File: config.mk
export PLATFORM = sky130hd
export DESIGN_NAME = rtc_bus_ctrl
export DESIGN_NICKNAME = d
export VERILOG_FILES = /design/src/rtl/rtc_bus_ctrl_pkg.sv /design/src/rtl/rtc_phase_timer.sv /design/src/rtl/rtc_bus_ctrl.sv
export SDC_FILE = /design/constraint.sdc
export NUM_CORES = 1
export LEC_CHECK = 0
export BUFFER_PORTS_ARGS = -buffer_cell sky130_fd_sc_hd__buf_2
export CAP_MARGIN = 20
export CORE_MARGIN = 5
export CORE_UTILIZATION = 30
export DETAILED_ROUTE_END_ITERATION = 10
export HOLD_SLACK_MARGIN = 0.15
export SLEW_MARGIN = 10
export SYNTH_ARGS = -nofsm -noshare
export SYNTH_HDL_FRONTEND = slang
export SYNTH_SLANG_ARGS = --single-unit
File: constraint.sdc
create_clock -name clk -period 2 [get_ports clk]
set_clock_uncertainty 0.05 [all_clocks]
set_input_delay 0.4 -clock clk [delete_from_list [all_inputs] [get_ports clk]]
set_output_delay 0.4 -clock clk [all_outputs]
set_load 0.02 [all_outputs]
File: src/rtl/rtc_bus_ctrl_pkg.sv
// Shared definitions for the RTC physical bus stage.
//
// Purpose:
//   State encodings, bus idle constants and default timing values.
//   The upstream RTC read/write FSMs reuse the timing defaults.
//   phase_load() maps a state to the value the phase timer must be
//   loaded with when that state is entered.
//
// Contents:
//   state_t            4-bit bus-cycle state encoding
//   BUS_IDLE_STROBES   {cs, rd, wr} with every strobe released
//   STROBES_WR         {cs, rd, wr} for a write strobe
//   STROBES_RD         {cs, rd, wr} for a read strobe
//   DEF_T_*            default timing values in clock cycles
//   phase_load()       returns (phase length - 1) for a state
package rtc_bus_ctrl_pkg;

  typedef enum logic [3:0] {
    ST_IDLE        = 4'd0,
    ST_ADDR_SETUP  = 4'd1,
    ST_ADDR_STROBE = 4'd2,
    ST_ADDR_HOLD   = 4'd3,
    ST_GAP         = 4'd4,
    ST_DATA_SETUP  = 4'd5,
    ST_DATA_STROBE = 4'd6,
    ST_DATA_HOLD   = 4'd7,
    ST_DONE        = 4'd8
  } state_t;

  // Strobe vectors are ordered {cs, rd, wr}. All of them are active-low.
  localparam logic [2:0] BUS_IDLE_STROBES = 3'b111;
  localparam logic [2:0] STROBES_WR       = 3'b010;
  localparam logic [2:0] STROBES_RD       = 3'b001;

  localparam int DEF_T_SETUP  = 4;
  localparam int DEF_T_STROBE = 8;
  localparam int DEF_T_HOLD   = 4;
  localparam int DEF_T_GAP    = 4;

  // The timer counts down to zero and then the state advances.
  // A phase of N cycles therefore loads N-1.
  // IDLE and DONE do not use the count, so they load 0.
  function automatic logic [7:0] phase_load(
    input state_t s,
    input int     t_setup,
    input int     t_strobe,
    input int     t_hold,
    input int     t_gap
  );
    int len;
    len = 1;
    case (s)
      ST_ADDR_SETUP, ST_DATA_SETUP:   len = t_setup;
      ST_ADDR_STROBE, ST_DATA_STROBE: len = t_strobe;
      ST_ADDR_HOLD, ST_DATA_HOLD:     len = t_hold;
      ST_GAP:                         len = t_gap;
      default:                        len = 1;
    endcase
    return 8'(len - 1);
  endfunction

endpackage

File: src/rtl/rtc_phase_timer.sv
// Loadable 8-bit down-counter used to time every bus phase.
//
// Purpose:
//   A single instance is shared by all bus states. It is loaded on
//   state entry and reports zero when the phase has run its length.
//
// Ports:
//   clk       in   system clock
//   reset     in   asynchronous active-low reset
//   load      in   load load_val on the next edge
//   load_val  in   8-bit value to load
//   zero      out  count has reached 0
module rtc_phase_timer (
  input  logic       clk,
  input  logic       reset,
  input  logic       load,
  input  logic [7:0] load_val,
  output logic       zero
);

  logic [7:0] count;

  // The count saturates at zero.
  // The controller always reloads it on the next state entry.
  always_ff @(posedge clk or negedge reset) begin
    if (!reset) begin
      count <= 8'd0;
    end else if (load) begin
      count <= load_val;
    end else if (count != 8'd0) begin
      count <= count - 8'd1;
    end
  end

  assign zero = (count == 8'd0);

endmodule

File: src/rtl/rtc_bus_ctrl.sv
// RTC multiplexed address/data bus controller.
//
// Purpose:
//   Takes one transaction request from the RTC read/write FSMs. It then
//   runs a complete address phase followed by a data phase on the
//   multiplexed RTC bus, and enforces setup, strobe, hold and
//   turnaround timing.
//
// Ports:
//   clk       in   system clock
//   reset     in   asynchronous active-low reset
//   start     in   request pulse, sampled only in IDLE
//   is_write  in   1 = write, 0 = read (latched on accept)
//   addr      in   RTC register address (latched on accept)
//   wdata     in   write data (latched on accept)
//   ad_in     in   AD pad input, sampled at the end of a read strobe
//   ad_out    out  AD pad output value
//   ad_oe     out  AD pad output enable
//   a_d       out  0 = address phase, 1 = data phase
//   cs        out  chip select, active-low
//   rd        out  read strobe, active-low
//   wr        out  write strobe, active-low
//   rdata     out  last captured read data
//   busy      out  high from the accepted start through DONE
//   done      out  one-cycle completion pulse
module rtc_bus_ctrl
  import rtc_bus_ctrl_pkg::*;
#(
  parameter int T_SETUP  = DEF_T_SETUP,
  parameter int T_STROBE = DEF_T_STROBE,
  parameter int T_HOLD   = DEF_T_HOLD,
  parameter int T_GAP    = DEF_T_GAP
) (
  input  logic       clk,
  input  logic       reset,
  input  logic       start,
  input  logic       is_write,
  input  logic [7:0] addr,
  input  logic [7:0] wdata,
  input  logic [7:0] ad_in,
  output logic [7:0] ad_out,
  output logic       ad_oe,
  output logic       a_d,
  output logic       cs,
  output logic       rd,
  output logic       wr,
  output logic [7:0] rdata,
  output logic       busy,
  output logic       done
);

  state_t     state;
  state_t     state_next;

  logic       lat_write;
  logic       lat_write_next;
  logic [7:0] lat_addr;
  logic [7:0] lat_addr_next;
  logic [7:0] lat_wdata;
  logic [7:0] lat_wdata_next;

  logic       accept;
  logic       capture;

  logic       tmr_load;
  logic [7:0] tmr_load_val;
  logic       tmr_zero;

  logic       a_d_next;
  logic       ad_oe_next;
  logic [7:0] ad_out_next;
  logic [2:0] strobes_next;

  rtc_phase_timer u_timer (
    .clk      (clk),
    .reset    (reset),
    .load     (tmr_load),
    .load_val (tmr_load_val),
    .zero     (tmr_zero)
  );

  assign accept = (state == ST_IDLE) && start;

  // The request fields are captured only on an accepted start.
  // The upstream FSM may change its inputs freely mid-transaction.
  always_comb begin
    lat_write_next = lat_write;
    lat_addr_next  = lat_addr;
    lat_wdata_next = lat_wdata;
    if (accept) begin
      lat_write_next = is_write;
      lat_addr_next  = addr;
      lat_wdata_next = wdata;
    end
  end

  // The phase sequence advances when the shared timer reaches zero.
  // Every transition reloads the timer with the next phase length.
  // DONE always lasts exactly one cycle, and start is not looked at
  // there. This guarantees at least one IDLE cycle between transactions.
  always_comb begin
    state_next   = state;
    capture      = 1'b0;
    tmr_load     = 1'b0;
    tmr_load_val = 8'd0;
    case (state)
      ST_IDLE:        if (start)    state_next = ST_ADDR_SETUP;
      ST_ADDR_SETUP:  if (tmr_zero) state_next = ST_ADDR_STROBE;
      ST_ADDR_STROBE: if (tmr_zero) state_next = ST_ADDR_HOLD;
      ST_ADDR_HOLD:   if (tmr_zero) state_next = ST_GAP;
      ST_GAP:         if (tmr_zero) state_next = ST_DATA_SETUP;
      ST_DATA_SETUP:  if (tmr_zero) state_next = ST_DATA_STROBE;
      ST_DATA_STROBE: begin
        if (tmr_zero) begin
          state_next = ST_DATA_HOLD;
          capture    = !lat_write;
        end
      end
      ST_DATA_HOLD:   if (tmr_zero) state_next = ST_DONE;
      ST_DONE:        state_next = ST_IDLE;
      default:        state_next = ST_IDLE;
    endcase
    if (state_next != state) begin
      tmr_load     = 1'b1;
      tmr_load_val = phase_load(state_next, T_SETUP, T_STROBE, T_HOLD, T_GAP);
    end
  end

  // Pad values are decoded from the state being entered.
  // They are registered on the same edge as the state, so the pads
  // change exactly at phase boundaries and never glitch.
  // The address is always transferred with a wr strobe.
  // A read only releases the bus during the data phase.
  always_comb begin
    a_d_next     = 1'b1;
    ad_oe_next   = 1'b0;
    ad_out_next  = 8'd0;
    strobes_next = BUS_IDLE_STROBES;
    case (state_next)
      ST_ADDR_SETUP, ST_ADDR_HOLD: begin
        a_d_next    = 1'b0;
        ad_oe_next  = 1'b1;
        ad_out_next = lat_addr_next;
      end
      ST_ADDR_STROBE: begin
        a_d_next     = 1'b0;
        ad_oe_next   = 1'b1;
        ad_out_next  = lat_addr_next;
        strobes_next = STROBES_WR;
      end
      ST_DATA_SETUP, ST_DATA_HOLD: begin
        if (lat_write_next) begin
          ad_oe_next  = 1'b1;
          ad_out_next = lat_wdata_next;
        end
      end
      ST_DATA_STROBE: begin
        if (lat_write_next) begin
          ad_oe_next   = 1'b1;
          ad_out_next  = lat_wdata_next;
          strobes_next = STROBES_WR;
        end else begin
          strobes_next = STROBES_RD;
        end
      end
      default: begin
        a_d_next     = 1'b1;
        ad_oe_next   = 1'b0;
        ad_out_next  = 8'd0;
        strobes_next = BUS_IDLE_STROBES;
      end
    endcase
  end

  // State, request latches and all pad outputs share one register stage.
  // Reset forces the bus idle immediately, clears rdata and
  // suppresses any pending done pulse.
  always_ff @(posedge clk or negedge reset) begin
    if (!reset) begin
      state        <= ST_IDLE;
      lat_write    <= 1'b0;
      lat_addr     <= 8'd0;
      lat_wdata    <= 8'd0;
      a_d          <= 1'b1;
      ad_oe        <= 1'b0;
      ad_out       <= 8'd0;
      {cs, rd, wr} <= BUS_IDLE_STROBES;
      rdata        <= 8'd0;
      busy         <= 1'b0;
      done         <= 1'b0;
    end else begin
      state        <= state_next;
      lat_write    <= lat_write_next;
      lat_addr     <= lat_addr_next;
      lat_wdata    <= lat_wdata_next;
      a_d          <= a_d_next;
      ad_oe        <= ad_oe_next;
      ad_out       <= ad_out_next;
      {cs, rd, wr} <= strobes_next;
      busy         <= (state_next != ST_IDLE);
      done         <= (state_next == ST_DONE);
      if (capture) begin
        rdata <= ad_in;
      end
    end
  end

endmodule
Word level (Yosys, flattened, before mapping)
Cells that the tools add are included.
Storage, ports and cells
  word-level logic and storage cells: 70
  flip-flop bits (word level): 52
  output and inout port bits: 23
Cells by class
  multiplexer cells: 27
  add/subtract/negate cells: 2
  reductions and logical operators: 11
  eq/ne operators: 16
Operator list (number)
  8-bit 2-to-1 mux: 7
  4-bit by 3-bit equality test with 1-bit output (second input constant): 8
  4-bit 2-to-1 mux: 8
  4-bit case mux with 8 select lines: 1
  4-bit by 2-bit equality test with 1-bit output (second input constant): 4
  8-bit case mux with 2 select lines: 1
  4-bit by 1-bit equality test with 1-bit output (second input constant): 2
  8-bit logical NOT: 1
  4-bit case mux with 2 select lines: 1
  8-bit nonzero test: 1
  8-bit by 1-bit subtractor with 8-bit output (second input constant): 1
  8-bit by 2-bit subtractor with 8-bit output (second input constant): 1
  1-bit 2-to-1 mux: 6
  3-bit case mux with 2 select lines: 1
  3-bit OR reduction: 2
  5-bit OR reduction: 1
  4-bit equality test (second input constant): 1
  4-bit logical NOT: 1
  4-bit != test: 1
  4-bit nonzero test: 1
  2-bit 2-to-1 mux: 1
  1-bit case mux with 2 select lines: 1
  2-bit nonzero test: 1
  2-bit OR reduction: 1
  other kinds (2): 2

Depth between registers and ports, before layout
Gate-level depths: netlist of the first run.
  depth in word-level cells: 10
  depth in mapped cells: 7
  depth with buffers taken out: 7

Cells and area by module
A second synthesis of the first run with hierarchy kept.
Unflattened totals
  cells, all modules: 212
  area, all modules: 2391.0 um^2
Modules (own cells, without submodules)
  rtc_bus_ctrl: area each 1914.3 um^2, seq. area each 1106.1 um^2, cells an instance 158, times used 1
  rtc_phase_timer: area each 476.7 um^2, seq. area each 200.2 um^2, cells an instance 54, times used 1

Worst setup path before layout of the first run
OpenSTA, ideal clock, no wires.
  path kind: reg2reg
  start: register u_timer.count[0]
  end: register rd
  setup slack: -0.134 ns
  path buffers: 1
  data arrival time: 1.998 ns
  cell stages (with the launch flop): 7
  data required time: 1.864 ns
  path through: dfrtp_1 > inv_1 > ha_1 > or3b_1 > buf_2 > or4_4 > a2111o_1
Between the ends
  cells in the longest elaborated chain, start to end: 5
  elaborated cells on any way between the ends: 12
  classes of those cells: 2 x eq/ne; 9 x mux; 1 x reduce/logical
RTL lines
  start, declared: RTL line rtc_phase_timer.sv:21  | logic [7:0] count;
  start signal, assigned: RTL line rtc_phase_timer.sv:29  | count <= load_val;
  start signal, assigned: RTL line rtc_phase_timer.sv:31  | count <= count - 8'd1;
  8-bit logical NOT *: RTL line rtc_phase_timer.sv:35  | assign zero = (count == 8'd0);
  4-bit 2-to-1 mux (tied with other cells): RTL line rtc_bus_ctrl.sv:119  | ST_DATA_HOLD: if (tmr_zero) state_next = ST_DONE;
  4-bit case mux with 8 select lines *: RTL line rtc_bus_ctrl.sv:106  | case (state)
  4-bit by 3-bit equality test with 1-bit output or 4-bit by 2-bit equality test with 1-bit output (tied branches): RTL line rtc_bus_ctrl.sv:139  | case (state_next)
  3-bit case mux with 2 select lines *: RTL line rtc_bus_ctrl.sv:139
  net strobes_next[1]: RTL line rtc_bus_ctrl.sv:72  | logic [2:0] strobes_next;
  end signal, assigned: RTL line rtc_bus_ctrl.sv:199  | {cs, rd, wr} <= strobes_next;
  end, declared: RTL line rtc_bus_ctrl.sv:45  | output logic rd,
The timed path passes the listed nets; every way through them passes the cells marked *.
A chain may end at the register's enable or synchronous reset.

Worst setup path after layout of the first run
Ends and elaborated chain as after synthesis.

==> flow_summary.toml, run 1 <==
[synthesis]
synth_area_leader_cell = "dfrtp_1"
synth.most_common_cell = "dfrtp_1"
synthTopCellsByArea = "dfrtp_1 55%, mux2_2 13%, dfstp_2 4.8%, a32o_1 3.7%, o21ai_0 1.6%"
synth_area_per_cell_um2 = 13.1
yosys-top-cells-count = "48 x dfrtp_1, 26 x mux2_2, 9 x nor2_1, 8 x a32o_1, 7 x o21ai_0"
synth-edff-count = 0
seq_area_frac_synth_pct = 59.6
syn_area_um2 = 2190
netlist_instances = 167
ys.warnings.count = 0
ys.flop_type = "dfrtp_1"
ys_async_sr_fraction_pct = 100
synth.distinct_cells = 37
ys_ff_latch = 52
synth.top_cell.area_share_pct = 54.8
syn_nets = 196

[clock_network]
worstSkewPairLatency_ps = 300
post_cts_buffers = 0
clk_path_buf_depth = 2
cts.sinks = 52
cts_root_buf = "clkbuf_8"
clk_pin_slew_ps = 90
h-tree-depth = 2
cts_inserted_buffers = 5
cts_tree = "done"

[final_layout]
fin_area_um2 = 2860
final_cell_count_no_fill = 339
fin_nets = 268
drive_gt1_share_pct = 50.4
antennaDiodeCount = 0
syn_to_final_growth_pct = 30.5

[job]
maxCapViolCount = 0

[global_route]
grtUsageMet1_pct = 14.9
grtUsageTotal_pct = 11.0
busiest_layer = "met2"
antenna_found_initial = 0
grtUsageMet2_pct = 17.4
grt_pass1_wl_um = 7870
overflow = 0
gr-usage-met3_pct = 3.08
grt_pass1_vias = 1608
grt_start_max_net_pins = 32

[critical_path]
crit_arrival_ps = 2230
critical_path.max_fanout = 6
cp-end-kind = "flop"
critPathLaunchType = "flop"
crit_required_ps = 2190
crit_type = "reg2reg"

[status]
violations = "setup timing"
status = "complete, but fails checks"

[timing]
hold_viol_final = 0
slew_headroom_pct = 61.7
finalSetupViolations = 2
fin_ws_ps = -46.3
worst_pin_slew_ps = 570
fin_crit_sh_pct = 102
slew_violations = 0
max_freq_mhz = 489
period_needed_ps = 2050
rsz0062_at_grt = "true"

[placement]
port_buffers = 50
gp_congestion = 0.811
place_area_um2 = 2710
dp_hpwl_um = 3490
dp_cells = 330
dp_slack_ps = -98.2

[detailed_routing]
postRouteAntennaNets = 0
drt_iter0_markers = 76
wl_per_cell_um = 14.0
routed_wl_um = 4750
vias = 1556
drt-pass1-iter-count = 4
vias_per_cell = 4.59
drc = 0

[die]
ios = 51
dieWidth_um = 95.5
start_util_pct = 30.5
die_y_um = 95.5
die_area_um2 = 9120
placementRows = 31
core_um2 = 7180

[power]
peakVddDrop_mv = 0.473
cellLeakagePower_nw = 1.32
p_per_area_nw_per_um2 = 1350

[worst_hold_path]
hold_class = "in2reg"
repair_timing:
| action | in CTS | in global routing |
|---|---|---|
| hold endpoints to repair | 17 | 0 |
| resized for setup | 5 | 2 |
| setup endpoints to repair | 20 | 23 |
| gates cloned | 0 | 0 |
| hold buffers | 1 | 0 |
| pin swaps | 0 | 2 |
registers in the layout, indices dropped and copies added (netlist names):
register / cells
a_d: 1
wr: 1
rdata: 8
lat_write: 1
state: 4
done: 1
lat_wdata: 8
ad_out: 8
cs: 1
lat_addr: 8
rd: 1
ad_oe: 1
u_timer.count: 8
busy: 1
critical path, stage by stage (launching register included):
cell and delay [ps]:
dfrtp_1 400, inv_2 80, ha_4 140, or3b_4 420
or4_4 520, a2111o_1 370
through the flow:
step | utilization (%) | TNS [ps] | hold slack, ps | power (mW)
6_report | 39.9 | -70.8 | 270 | 3.86
5_1_grt | 39.9 | -586 | 266 | 4.13
4_1_cts | 39.8 | -86.1 | 264 | 3.91
3_5_place_dp | 37.7 | -271 | 368 | 3.14
3_3_place_gp | 37.7 | -93.1 | 355 | 3.11
2_1_floorplan | - | -105 | 54.4 | 2.62
kinds of logic after synthesis:
| group | count (synthesis) | share of synthesized area [%] |
|---|---|---|
| buf+inv | 13 | 3.08 |
| mux | 28 | 14.3 |
| flops | 52 | 59.6 |
| simple gates | 40 | 11.0 |
| xor+xnor | 4 | 1.60 |
| compound gates | 29 | 9.93 |
| fa+ha+maj | 1 | 0.571 |
final timing paths:
kind                                              startpoint                            to  slack (ps)  cells after the start
min in group asynchronous                              reset  u_timer.count[6]$_DFFE_PN0P_         550                      2
worst max-delay path            u_timer.count[0]$_DFFE_PN0P_                  rd$_DFF_PN1_         -50                      5
worst min register to register        lat_wdata[4]$_DFF_PN0_        lat_wdata[4]$_DFF_PN0_         460                      1
worst min-delay path                                ad_in[6]          rdata[6]$_DFFE_PN0P_         270                      2
max in group asynchronous                              reset            state[2]$_DFF_PN0_         810                      3
worst max register to register  u_timer.count[0]$_DFFE_PN0P_                  rd$_DFF_PN1_         -50                      5
layout make-up:
cell class,count,area [um2]
fill,682,4320
timing repair buffer,72,430
clock inverter,2,38.8
clock buffer,6,72.6
multi-input combinational,102,866
sequential,52,1310
inverter,6,22.5
tap,99,124
placed cells by master, fill, tap and decap left out, drive strengths merged, types with 2 or more instances in the layout:
master,Yosys,routed
buf,5,71
dfrtp,48,48
mux2,26,26
nor2,11,11
a32o,8,8
o21ai,7,7
inv,6,7
nand2,6,6
nor4,6,6
nor3,6,6
clkbuf,2,6
dfstp,4,4
a21oi,4,4
nor2b,3,3
or4,3,3
a211oi,2,2
xnor2,2,2
mux2i,2,2
xor2,2,2
a221oi,2,2
metal layers:
layer	vias up	share of wire (%)
met4	0	0.27
met3	3	6.4
met5	-	0
met2	37	47
li1	760	-
met1	756	46
power breakdown:
| group | switching (mW) | internal, mW |
|---|---|---|
| combinational | 0.812 | 0.729 |
| sequential | 0.149 | 1.44 |
| clock | 0.355 | 0.379 |
| total | 1.32 | 2.55 |
No activity file was read; power rests on OpenSTA's default activity.
==> run 2: changes to the inputs <==
- CORE_ASPECT_RATIO: default -> 1.25
- PLACE_DENSITY: default -> 0.52
- SKIP_LAST_GASP: default -> 1
==> flow_summary.toml, run 2 (synthesis gave the netlist of run 1 again) <==
[global_route]
overflow = 0
grt_pass1_vias = 1698
grt_pass1_wl_um = 8120
grtUsageTotal_pct = 11.1
antenna_found_initial = 0
grt_start_max_net_pins = 35

[timing]
worst_pin_slew_ps = 458
fin_ws_ps = -83.3
finalSetupViolations = 2
slew_violations = 0
period_needed_ps = 2080
rsz0062_at_grt = "true"
fin_crit_sh_pct = 104
slew_headroom_pct = 69.2
hold_viol_final = 0
max_freq_mhz = 480

[die]
ios = 51
die_area_um2 = 9130
die_y_um = 106
placementRows = 34
dieWidth_um = 86.5
start_util_pct = 31.0
core_um2 = 7060

[detailed_routing]
wl_per_cell_um = 14.1
vias = 1584
vias_per_cell = 4.71
drt-pass1-iter-count = 4
drt_iter0_markers = 131
postRouteAntennaNets = 0
drc = 0
routed_wl_um = 4730

[clock_network]
cts.sinks = 52
cts_tree = "done"
h-tree-depth = 2
cts_root_buf = "clkbuf_8"
cts_inserted_buffers = 5
clk_pin_slew_ps = 100
worstSkewPairLatency_ps = 300
clk_path_buf_depth = 2

[power]
p_per_area_nw_per_um2 = 1340
cellLeakagePower_nw = 1.31
peakVddDrop_mv = 0.627
finalPower_mw = 3.82

[critical_path]
crit_arrival_ps = 2260
crit_required_ps = 2170
cp-end-kind = "flop"
critical_path.max_fanout = 6
critPathLaunchType = "flop"
crit_type = "reg2reg"

[placement]
dp_hpwl_um = 3490
port_buffers = 50
gp_congestion = 0.801
place_area_um2 = 2700
dp_slack_ps = -73.8

[final_layout]
final_cell_mix = "50 x buf_2, 48 x dfrtp_1, 26 x buf_4"
fin_area_um2 = 2860
syn_to_final_growth_pct = 30.3
antennaDiodeCount = 0
fin_nets = 274
final_util_pct = 40.4
fill_cells = 727
final_common_cell = "buf_2"
drive_gt1_share_pct = 51.2

[worst_hold_path]
hold_class = "in2reg"

[status]
status = "complete, but fails checks"
violations = "setup timing"

[job]
maxCapViolCount = 0
## run 2: critical path, stage by stage, from the launching register on
cell and delay, ps:
dfrtp_1 400, inv_1 90, ha_4 130, or3b_4 410, or4_4 530, a2111o_1 390
## run 2: timing repair
item,CTS,global route
endpoints found under the hold margin,14,0
pin swaps,0,1
resized for setup,1,4
endpoints found under the setup margin,3,22
hold buffers,1,0
buffers inserted,2,3
## run 2: per-layer routing
metal / vias up / global-route usage (%) / part of all wire [%]
li1: 763 / - / -
met1: 777 / 14.6 / 45
met2: 37 / 18.1 / 49
met3: 7 / 2.97 / 4.7
met4: 0 / 3.01 / 1.3
met5: - / 0 / 0
## run 2: report_power, final
part           switching, mW  internal, mW  total, mW
Sequential             0.155          1.44       1.59
Clock                  0.356         0.257      0.613
Combinational          0.814         0.795       1.61
Total                   1.33          2.49       3.82
## run 2: worst paths after layout
| path | from | to | slack (ps) | depth (start not counted) |
|---|---|---|---|---|
| max in group asynchronous | reset | ad_out[6]$_DFF_PN0_ | 850 | 3 |
| setup / recovery | u_timer.count[1]$_DFFE_PN0P_ | rd$_DFF_PN1_ | -80 | 5 |
| setup reg to reg | u_timer.count[1]$_DFFE_PN0P_ | rd$_DFF_PN1_ | -80 | 5 |
| hold / removal | ad_in[6] | rdata[6]$_DFFE_PN0P_ | 270 | 2 |
| hold reg to reg | lat_addr[4]$_DFF_PN0_ | lat_addr[4]$_DFF_PN0_ | 460 | 1 |
| min in group asynchronous | reset | u_timer.count[7]$_DFFE_PN0P_ | 520 | 2 |
## run 2: layout make-up
| cell class | instances | area (um2) | area share [%] |
|---|---|---|---|
| flip-flops and latches | 52 | 1310 | 45.7 |
| multi-input cells | 102 | 848 | 29.7 |
| repair buffers | 78 | 475 | 16.7 |
| well taps | 90 | 113 | 3.94 |
| clock buffers | 6 | 72.6 | 2.54 |
| inverters | 6 | 22.5 | 0.789 |
| clock inverters | 2 | 17.5 | 0.613 |
## run 2: stage by stage
stage,setup TNS [ps],hold slack (ps),std cells
4_1_cts,-82.1,255,333
6_report,-86.9,271,336
3_5_place_dp,-123,331,322
2_1_floorplan,-105,54.4,167
3_3_place_gp,-6.42,331,322
5_1_grt,-846,265,336
